## src/rtl/wb_port_arbiter_if.sv

```systemverilog
// Bundle of write-back arbiter signals: pipeline WB request, long-unit
// result handshake, and the arbitrated register-file write port.
interface wb_port_arbiter_if;
    logic        pipe_wen;
    logic [4:0]  pipe_rd;
    logic [31:0] pipe_data;
    logic        lu_valid;
    logic [4:0]  lu_rd;
    logic [31:0] lu_data;
    logic        lu_ready;
    logic        Stall;
    logic        rf_wen;
    logic [4:0]  rf_rd;
    logic [31:0] rf_data;
    logic [1:0]  fifo_count;

    // Driver side: pipeline and long unit
    modport master (
        output pipe_wen, pipe_rd, pipe_data, lu_valid, lu_rd, lu_data,
        input  lu_ready, Stall, rf_wen, rf_rd, rf_data, fifo_count
    );

    // Arbiter side
    modport slave (
        input  pipe_wen, pipe_rd, pipe_data, lu_valid, lu_rd, lu_data,
        output lu_ready, Stall, rf_wen, rf_rd, rf_data, fifo_count
    );
endinterface

```

## src/rtl/wb_port_arbiter.sv

```systemverilog
// Single register-file write port shared between the WB stage and a
// long-latency unit. Long-unit results wait in a 2-entry FIFO; the pipe has
// priority, but a head entry that waits STARVE_LIMIT cycles forces a one-cycle
// pipeline stall so it gets written.
module wb_port_arbiter #(
    parameter int STARVE_LIMIT = 4
) (
    input logic              clk,
    input logic              rst,
    wb_port_arbiter_if.slave bus
);
    typedef enum logic {S_PASS = 1'b0, S_FORCE = 1'b1} state_t;

    localparam logic [3:0] LIMIT = 4'(STARVE_LIMIT);

    state_t      r_state;
    state_t      w_state_next;
    logic [1:0]  r_count;
    logic        r_wr_ptr;
    logic        r_rd_ptr;
    logic [3:0]  r_starve;
    logic [4:0]  r_mem_rd   [2];
    logic [31:0] r_mem_data [2];

    logic        w_nonempty;
    logic [4:0]  w_head_rd;
    logic [31:0] w_head_data;
    logic        w_lu_ready;
    logic        w_push;
    logic        w_pop;
    logic        w_rf_wen;
    logic [4:0]  w_rf_rd;
    logic [31:0] w_rf_data;
    logic        w_stall;

    assign w_nonempty  = (r_count != 2'd0);
    assign w_head_rd   = r_mem_rd[r_rd_ptr];
    assign w_head_data = r_mem_data[r_rd_ptr];

    // Ready depends only on registered occupancy (and reset), never on lu_valid.
    assign w_lu_ready = !rst && (r_count != 2'd2);
    // Results targeting x0 complete the handshake but are never stored.
    assign w_push     = bus.lu_valid && w_lu_ready && (bus.lu_rd != 5'd0);

    // FIFO storage: each entry captures the long-unit result when it is the write target
    for (genvar gi = 0; gi < 2; gi++) begin : g_entry
        always_ff @(posedge clk) begin
            if (w_push && (r_wr_ptr == 1'(gi))) begin
                r_mem_rd[gi]   <= bus.lu_rd;
                r_mem_data[gi] <= bus.lu_data;
            end
        end
    end

    // FIFO pointers, occupancy and starvation counter
    always_ff @(posedge clk) begin
        if (rst) begin
            r_wr_ptr <= 1'b0;
            r_rd_ptr <= 1'b0;
            r_count  <= 2'd0;
            r_starve <= 4'd0;
        end else begin
            if (w_push) r_wr_ptr <= ~r_wr_ptr;
            if (w_pop)  r_rd_ptr <= ~r_rd_ptr;
            r_count <= r_count + 2'(w_push) - 2'(w_pop);
            if (w_pop || !w_nonempty)
                r_starve <= 4'd0;
            else if (r_state == S_PASS && r_starve < LIMIT)
                r_starve <= r_starve + 4'd1;
        end
    end

    // FSM state register
    always_ff @(posedge clk) begin
        if (rst) r_state <= S_PASS;
        else     r_state <= w_state_next;
    end

    // FSM next state: force the head in once it has starved while the pipe keeps the port
    always_comb begin
        w_state_next = r_state;
        case (r_state)
            S_PASS: begin
                // A WAW discard this cycle empties the head, so no force is needed then.
                if (bus.pipe_wen && w_nonempty && (r_starve == LIMIT) && !w_pop)
                    w_state_next = S_FORCE;
            end
            S_FORCE: w_state_next = S_PASS;
            default: w_state_next = S_PASS;
        endcase
    end

    // FSM outputs: zero-latency write-port mux and FIFO pop decision
    always_comb begin
        w_rf_wen  = 1'b0;
        w_rf_rd   = 5'd0;
        w_rf_data = 32'd0;
        w_pop     = 1'b0;
        w_stall   = 1'b0;
        if (!rst) begin
            if (r_state == S_FORCE) begin
                w_stall = 1'b1;
                if (w_nonempty) begin
                    w_rf_wen  = 1'b1;
                    w_rf_rd   = w_head_rd;
                    w_rf_data = w_head_data;
                    w_pop     = 1'b1;
                end
            end else if (bus.pipe_wen) begin
                w_rf_wen  = 1'b1;
                w_rf_rd   = bus.pipe_rd;
                w_rf_data = bus.pipe_data;
                // Older buffered write to the same register is dead; drop it.
                w_pop     = w_nonempty && (w_head_rd == bus.pipe_rd);
            end else if (w_nonempty) begin
                w_rf_wen  = 1'b1;
                w_rf_rd   = w_head_rd;
                w_rf_data = w_head_data;
                w_pop     = 1'b1;
            end
        end
    end

    assign bus.lu_ready   = w_lu_ready;
    assign bus.Stall      = w_stall;
    assign bus.rf_wen     = w_rf_wen;
    assign bus.rf_rd      = w_rf_rd;
    assign bus.rf_data    = w_rf_data;
    assign bus.fifo_count = r_count;
endmodule
```

## src/flat_wrapper.sv

```systemverilog
// flat-port wrapper written by rule: the top's interface ports become plain ports
module wb_port_arbiter_flat 
#(
    parameter int STARVE_LIMIT = 4
)
  (clk, rst, bus_pipe_wen, bus_pipe_rd, bus_pipe_data, bus_lu_valid, bus_lu_rd, bus_lu_data, bus_lu_ready, bus_Stall, bus_rf_wen, bus_rf_rd, bus_rf_data, bus_fifo_count);
  wb_port_arbiter_if bus_i ();
  input logic clk;
  input logic rst;
  input wire logic [$bits(bus_i.pipe_wen)-1:0] bus_pipe_wen;
  input wire logic [$bits(bus_i.pipe_rd)-1:0] bus_pipe_rd;
  input wire logic [$bits(bus_i.pipe_data)-1:0] bus_pipe_data;
  input wire logic [$bits(bus_i.lu_valid)-1:0] bus_lu_valid;
  input wire logic [$bits(bus_i.lu_rd)-1:0] bus_lu_rd;
  input wire logic [$bits(bus_i.lu_data)-1:0] bus_lu_data;
  output wire logic [$bits(bus_i.lu_ready)-1:0] bus_lu_ready;
  output wire logic [$bits(bus_i.Stall)-1:0] bus_Stall;
  output wire logic [$bits(bus_i.rf_wen)-1:0] bus_rf_wen;
  output wire logic [$bits(bus_i.rf_rd)-1:0] bus_rf_rd;
  output wire logic [$bits(bus_i.rf_data)-1:0] bus_rf_data;
  output wire logic [$bits(bus_i.fifo_count)-1:0] bus_fifo_count;
  assign bus_i.pipe_wen = bus_pipe_wen;
  assign bus_i.pipe_rd = bus_pipe_rd;
  assign bus_i.pipe_data = bus_pipe_data;
  assign bus_i.lu_valid = bus_lu_valid;
  assign bus_i.lu_rd = bus_lu_rd;
  assign bus_i.lu_data = bus_lu_data;
  assign bus_lu_ready = bus_i.lu_ready;
  assign bus_Stall = bus_i.Stall;
  assign bus_rf_wen = bus_i.rf_wen;
  assign bus_rf_rd = bus_i.rf_rd;
  assign bus_rf_data = bus_i.rf_data;
  assign bus_fifo_count = bus_i.fifo_count;
  wb_port_arbiter #(.STARVE_LIMIT(STARVE_LIMIT)) u_core (.clk(clk), .rst(rst), .bus(bus_i));
endmodule
```

## config.mk

```make
export PLATFORM = sky130hd
export DESIGN_NAME = wb_port_arbiter_flat
export DESIGN_NICKNAME = d
export VERILOG_FILES = /design/src/rtl/wb_port_arbiter_if.sv /design/src/rtl/wb_port_arbiter.sv /design/src/flat_wrapper.sv
export SDC_FILE = /design/constraint.sdc
export NUM_CORES = 1
export LEC_CHECK = 0
export BUFFER_PORTS_ARGS = -buffer_cell sky130_fd_sc_hd__buf_2
export CELL_PAD_IN_SITES_DETAIL_PLACEMENT = 1
export CELL_PAD_IN_SITES_GLOBAL_PLACEMENT = 1
export CORE_MARGIN = 1.5
export CORE_UTILIZATION = 35
export CTS_CLUSTER_SIZE = 40
export DETAILED_ROUTE_END_ITERATION = 10
export PLACE_DENSITY = 0.84
export SETUP_SLACK_MARGIN = 0.05
export SYNTH_ARGS = -nofsm -noshare
export SYNTH_HDL_FRONTEND = slang
export SYNTH_SLANG_ARGS = --single-unit
export TNS_END_PERCENT = 10
```

## constraint.sdc

```tcl
create_clock -name clk -period 2.9 [get_ports clk]
set_input_delay 0.29 -clock clk [delete_from_list [all_inputs] [get_ports clk]]
set_output_delay 0.29 -clock clk [all_outputs]
set_load 0.02 [all_outputs]
```

### After elaboration in Yosys (flattened, before gate mapping)

Memories as Yosys holds them, arrays and structs flattened. A register that Yosys moved wholly into a read port is not among the register bits.
Index checks and enable logic that the tools add are counted.

| word-level totals | value |
|---|---|
| flip-flop bits (word level) | 9 |
| memory bits (writable) | 74 |
| input port bits | 78 |
| output and inout bits | 42 |
| logic and storage cells | 69 |
| memories | 2 |

| operators by class | value |
|---|---|
| add/subtract/negate cells | 3 |
| $lt $le $gt $ge | 1 |
| equal/unequal tests | 3 |
| muxes and demuxes | 33 |
| bitwise gates (word level) | 3 |
| reduce and logical (&&, ||, !) cells | 19 |

Memories:

| name | depth | bits a word | rd ports | clocked after Yosys merged registers in | write ports | line | text |
|---|---|---|---|---|---|---|---|
| u_core.r_mem_data | 2 | 32 | 1 | 1 | 1 | wb_port_arbiter.sv:23 | `logic [31:0] r_mem_data [2];` |
| u_core.r_mem_rd | 2 | 5 | 1 | 1 | 1 | wb_port_arbiter.sv:22 | `logic [4:0] r_mem_rd [2];` |

Operators with widths:

| cell | number |
|---|---|
| two-way mux 32 bit | 5 |
| OR reduction 32 bit | 1 |
| two-way mux 5 bit | 5 |
| two-way mux 1 bit | 22 |
| logical AND 1 bit | 10 |
| equality test 5 bit | 1 |
| nonzero test 5 bit | 1 |
| OR reduction 5 bit | 1 |
| adder 4 x 1 -> 4 bit, second input constant | 1 |
| equality test 4 x 3 -> 1 bit, second input constant | 1 |
| less-than comparator 4 x 3 -> 1 bit, second input constant | 1 |
| logical NOT 1 bit | 3 |
| inverter 1 bit | 3 |
| adder 2 x 1 -> 2 bit | 1 |
| inequality test 2 bit, second input constant | 1 |
| case mux 1 bit (2 select lines) | 1 |
| nonzero test 2 bit | 1 |
| OR reduction 2 bit | 1 |
| subtractor 2 x 1 -> 2 bit | 1 |
| logical OR 1 bit | 1 |

### Depth between registers and ports, before layout

| logic depth | value |
|---|---|
| depth after elaboration | 9 |
| gate-level depth with buffers | 11 |
| depth with buffers taken out | 10 |

### Worst setup path after synthesis

Ideal clock, no wire load.

| timing path | value |
|---|---|
| kind | register to register |
| start | register u_core.r_count[0] (netlist: u_core.bus.fifo_count[0]) |
| end | memory u_core.r_mem_data[0][0], enable pin |
| library setup time | 0.436 ns |
| arrival | 2.935 ns |
| required time | 2.464 ns |
| path slack | -0.471 ns |
| cell stages (with the launch flop) | 5 |
| buffers on the path | 0 |
| clock period less this slack | 3.371 ns |
| cells stage by stage | dfxtp_1 -> inv_1 -> a21oi_1 -> o211a_1 -> nor2b_1 |

| between the ends | value |
|---|---|
| longest elaborated chain between the ends | 9 |
| elaborated cells on any way between the ends | 13 |
| those cells by class | 1 x eq/ne; 6 x mux; 6 x reduce/logical |

Ends and longest elaborated chain:

| item | line | text |
|---|---|---|
| from (decl) | wb_port_arbiter.sv:18 | `logic [1:0] r_count;` |
| from (signal assigned) | wb_port_arbiter.sv:65 | `r_count <= r_count + 2'(w_push) - 2'(w_pop);` |
| inequality test 2 bit * | wb_port_arbiter.sv:41 | `assign w_lu_ready = !rst && (r_count != 2'd2);` |
| logical AND 1 bit * | wb_port_arbiter.sv:41 |  |
| named net bus_lu_ready | flat_wrapper.sv:16 | `output wire logic [$bits(bus_i.lu_ready)-1:0] bus_lu_ready;` |
| logical AND 1 bit * (2 in a row) | wb_port_arbiter.sv:43 | `assign w_push = bus.lu_valid && w_lu_ready && (bus.lu_rd != 5'd0);` |
| named net u_core.w_push | wb_port_arbiter.sv:29 | `logic w_push;` |
| logical AND 1 bit | wb_port_arbiter.sv:48 | `if (w_push && (r_wr_ptr == 1'(gi))) begin` |
| two-way mux 1 bit | wb_port_arbiter.sv:48 |  |
| two-way mux 1 bit (not written as such) | wb_port_arbiter.sv:50 | `r_mem_data[gi] <= bus.lu_data;` |
| OR reduction 32 bit (no source line) | - |  |
| two-way mux 1 bit (no source line) | - |  |
| to (decl) | wb_port_arbiter.sv:23 |  |

The timed path passes the listed nets; every way through them passes the cells marked *.

### Worst setup path in the final report

| timing path | value |
|---|---|
| start | register u_core.r_state |
| end | output port bus_rf_rd[0] |

| between the ends | value |
|---|---|
| longest elaborated chain between the ends | 2 |

Ends and longest elaborated chain:

| item | line | text |
|---|---|---|
| from (decl) | wb_port_arbiter.sv:16 | `state_t r_state;` |
| from (signal assigned) | wb_port_arbiter.sv:76 | `else r_state <= w_state_next;` |
| two-way mux 5 bit | wb_port_arbiter.sv:101 | `if (r_state == S_FORCE) begin` |
| two-way mux 5 bit | wb_port_arbiter.sv:100 | `if (!rst) begin` |
| to (decl) | flat_wrapper.sv:19 | `output wire logic [$bits(bus_i.rf_rd)-1:0] bus_rf_rd;` |

Every way passes these cells.

==> summary.md <==
| Metric | Value |
|---|---|
| Mapped Nets | 349 |
| Yosys cell types | 29 |
| CP Capture Type | primary output |
| Largest cells by area after synthesis | edfxtp_1 (62%), mux2i_1 (10%), dfxtp_1 (5.6%) |
| Avg Cell Area, Syn | 13.3 µm² |
| Clock Pin Slew Worst Setup and Hold Paths | 0.09 ns |
| Worst clock skew | 0.0119 ns |
| TritonCTS clock tree | done |
| CP startpoint kind | flop |
| Postcts setup bufs | 0 |
| Mapped Cells | 267 |
| Ys async rst share | 0% |
| Drt first pass iters | 4 |
| Total Nets Final | 472 |
| PwrDens | 661 mW/mm² |
| Sequential area share after synthesis | 68.1% |
| Via density | 4.68 |
| Number of diodes | 0 |
| Post-synth top cells | edfxtp_1 (74), o21ai_0 (40), nand2_1 (38), mux2i_1 (37), nor2_1 (11) |
| Final Hold Viols | 0 |
| Routed vias | 2465 |
| WL per Instance | 15.0 µm |
| Die Y | 104 µm |
| Dpl hpwl | 5.79 mm |
| Final Util | 45.8% |
| Core Footprint | 0.00982 mm² |
| CTS Hold Buffers Added | 0 |
| FF-to-FF path depth | 4 |
| Pwr Total | 2.97 mW |
| Largest net degree at the start of global routing | 38 |
| CTS H-tree depth | 3 |
| WHS | 0.136 ns |
| Area Overhead vs Synth | 26.4% |
| Initial core utilization | 36.2% |
| Crit Path Class | reg -> out |
| Tmin final | 2.41 ns |
| Synth warnings | 0 |
| Slew @ Worst Pin | 0.921 ns |
| Layout cells sized above 1 | 36.8% |
| CTS sink count | 84 |
| Final setup viols | 0 |
| Most common cell in the netlist | edfxtp_1 |
| Post-Syn Area | 0.00356 mm² |
| Site Rows | 36 |
| Area leader, netlist | edfxtp_1 |
| Die W | 104 µm |
| Vias in the first global route | 2594 |
| Total wire length | 7.92 mm |
| Hold Path Depth | 1 |
| Die area | 0.0108 mm² |
| Final Slew Violations | 0 |
| Synth Register Bits | 84 |
| Antenna viol nets, final | 0 |
| Area fraction of the dominant cell type after synthesis | 62.5% |
| Total I/O pin count | 120 |
| Setup tns final | 0 ns |
| Slew HR | 38.6% |
| Placer Congestion | 0.722 |
| Critical path data required time | 2.61 ns |
| Critical Path AT | 2.12 ns |
| Residual DRC | 0 |
| Max Root-Sink Buffers | 2 |
| Total grt overflow | 0 |
| Post-synth EDFFs | 74 |
| Final Non-Filler Cells | 527 |
| Post_cts resized | 0 |
| CP max FO | 20 |
| TritonCTS Buffers | 9 |
| CTS root buf | clkbuf_8 |
| Post-Place Cells | 512 |
| GRT Resource Usage Total | 15.4% |
| First-pass GRT wire length | 13.0 mm |
| RSZ-0062 raised after global routing | false |
| Final Cycle Share | 83.2% |
| Fillers | 1108 |
| P_leak | 1.78 nW |
| Hold WC Path Type | in -> reg |
| Status | finished clean |
| Fmax | 0.414 GHz |
| Max_cap viols | 0 |
| # port buffers | 119 |
| Peak supply drop | 383 µV |
| Initial DRC count | 79 |
| Initial antenna violation count | 1 |
| Clk_lat worst skew | 0.34 ns |
| Dominant synthesized flop cell | edfxtp_1 |
[through the flow]
step | area (µm²) | setup slack [ns]
3_3_place_gp | 4340 | 0.809
3_5_place_dp | 4340 | 0.719
6_report | 4500 | 0.486
4_1_cts | 4500 | 0.463
5_1_grt | 4500 | 0.318
2_1_floorplan | 3560 | 0.225
[routing by layer]
metal | track usage [%] | part of all wire (%) | wire length, µm
met1 | 17.3 | 39 | 3130
met2 | 28.8 | 55 | 4320
met3 | 3.78 | 5.0 | 397
met4 | 4.17 | 0.74 | 59
met5 | 0 | 0.16 | 13
[final cells by class]
cell class / count / area [µm²] / area share [%]
multi-input cells: 164 / 1070 / 23.9
well taps: 133 / 166 / 3.70
inverters: 6 / 22.5 / 0.501
flip-flops and latches: 84 / 2420 / 53.9
repair buffers: 125 / 653 / 14.5
clock buffers: 10 / 128 / 2.84
clock inverters: 5 / 30.0 / 0.668
[critical path, cell delays in order, from the launching register on]
cell and delay, ns:
dfxtp_1 0.34, nand2b_1 0.24, nor2_4 0.39, buf_4 0.35, nand2_1 0.08, o21ai_0 0.14
buf_2 0.23
[power by group]
group	switching, mW	internal [mW]	total (mW)
Clock	0.398	0.302	0.700
Sequential	0.0581	1.41	1.47
Combinational	0.457	0.343	0.799
[worst paths after layout]
path	from	to	slack, ns
worst max-delay path	u_core.r_state	bus_rf_rd[0]	0.49
worst min-delay path	bus_lu_data[13]	u_core.r_mem_data[1][13]	0.14
worst max register to register	u_core.bus.fifo_count[0]	u_core.r_mem_data[1][9]	0.76
worst min register to register	u_core.r_starve[3]	u_core.r_starve[3]	0.47
[cells in the final DEF (no fill, tap or decap)]
cell        instances
a21o_1              1
a21oi_1             3
a31oi_1             1
and2_2              1
and3_1              1
buf_12              1
buf_2             119
buf_4               5
clkbuf_1            1
clkbuf_8            9
clkinv_2            3
clkinvlp_4          2
dfxtp_1             9
dfxtp_2             1
edfxtp_1           74
ha_1                4
inv_1               6
mux2i_1            37
mux2i_2             1
nand2_1            38
nand2b_1            2
nand3_1             1
nor2_1             10
nor2_4              1
nor2b_1             3
nor2b_4             1
nor3_1              3
nor3_4              1
nor4_1              1
o211a_1             1
o21ai_0            40
o21bai_1            1
or3_1               2
or4_1               1
xnor2_1             8
xor2_1              1
[registers in the layout, summed over array words and instances (netlist names), named ones only]
signal                 flops
u_core.r_mem_data         64
u_core.r_mem_rd           10
u_core.r_starve            4
u_core.bus.fifo_count      2
u_core.r_rd_ptr            1
u_core.r_state             1
u_core.r_wr_ptr            1
[cells by family (layout without fill, tap and decap cells)]
logic type,count (synthesis),in the layout,synth area share (%)
flops,84,84,68.1
simple gates,66,66,8.34
compound gates,47,47,6.93
mux,38,38,10.8
buf+inv,19,146,2.22
xor+xnor,9,9,2.22
fa+ha+maj,4,4,1.41
Note: power is estimated with default switching activity, not from simulation.
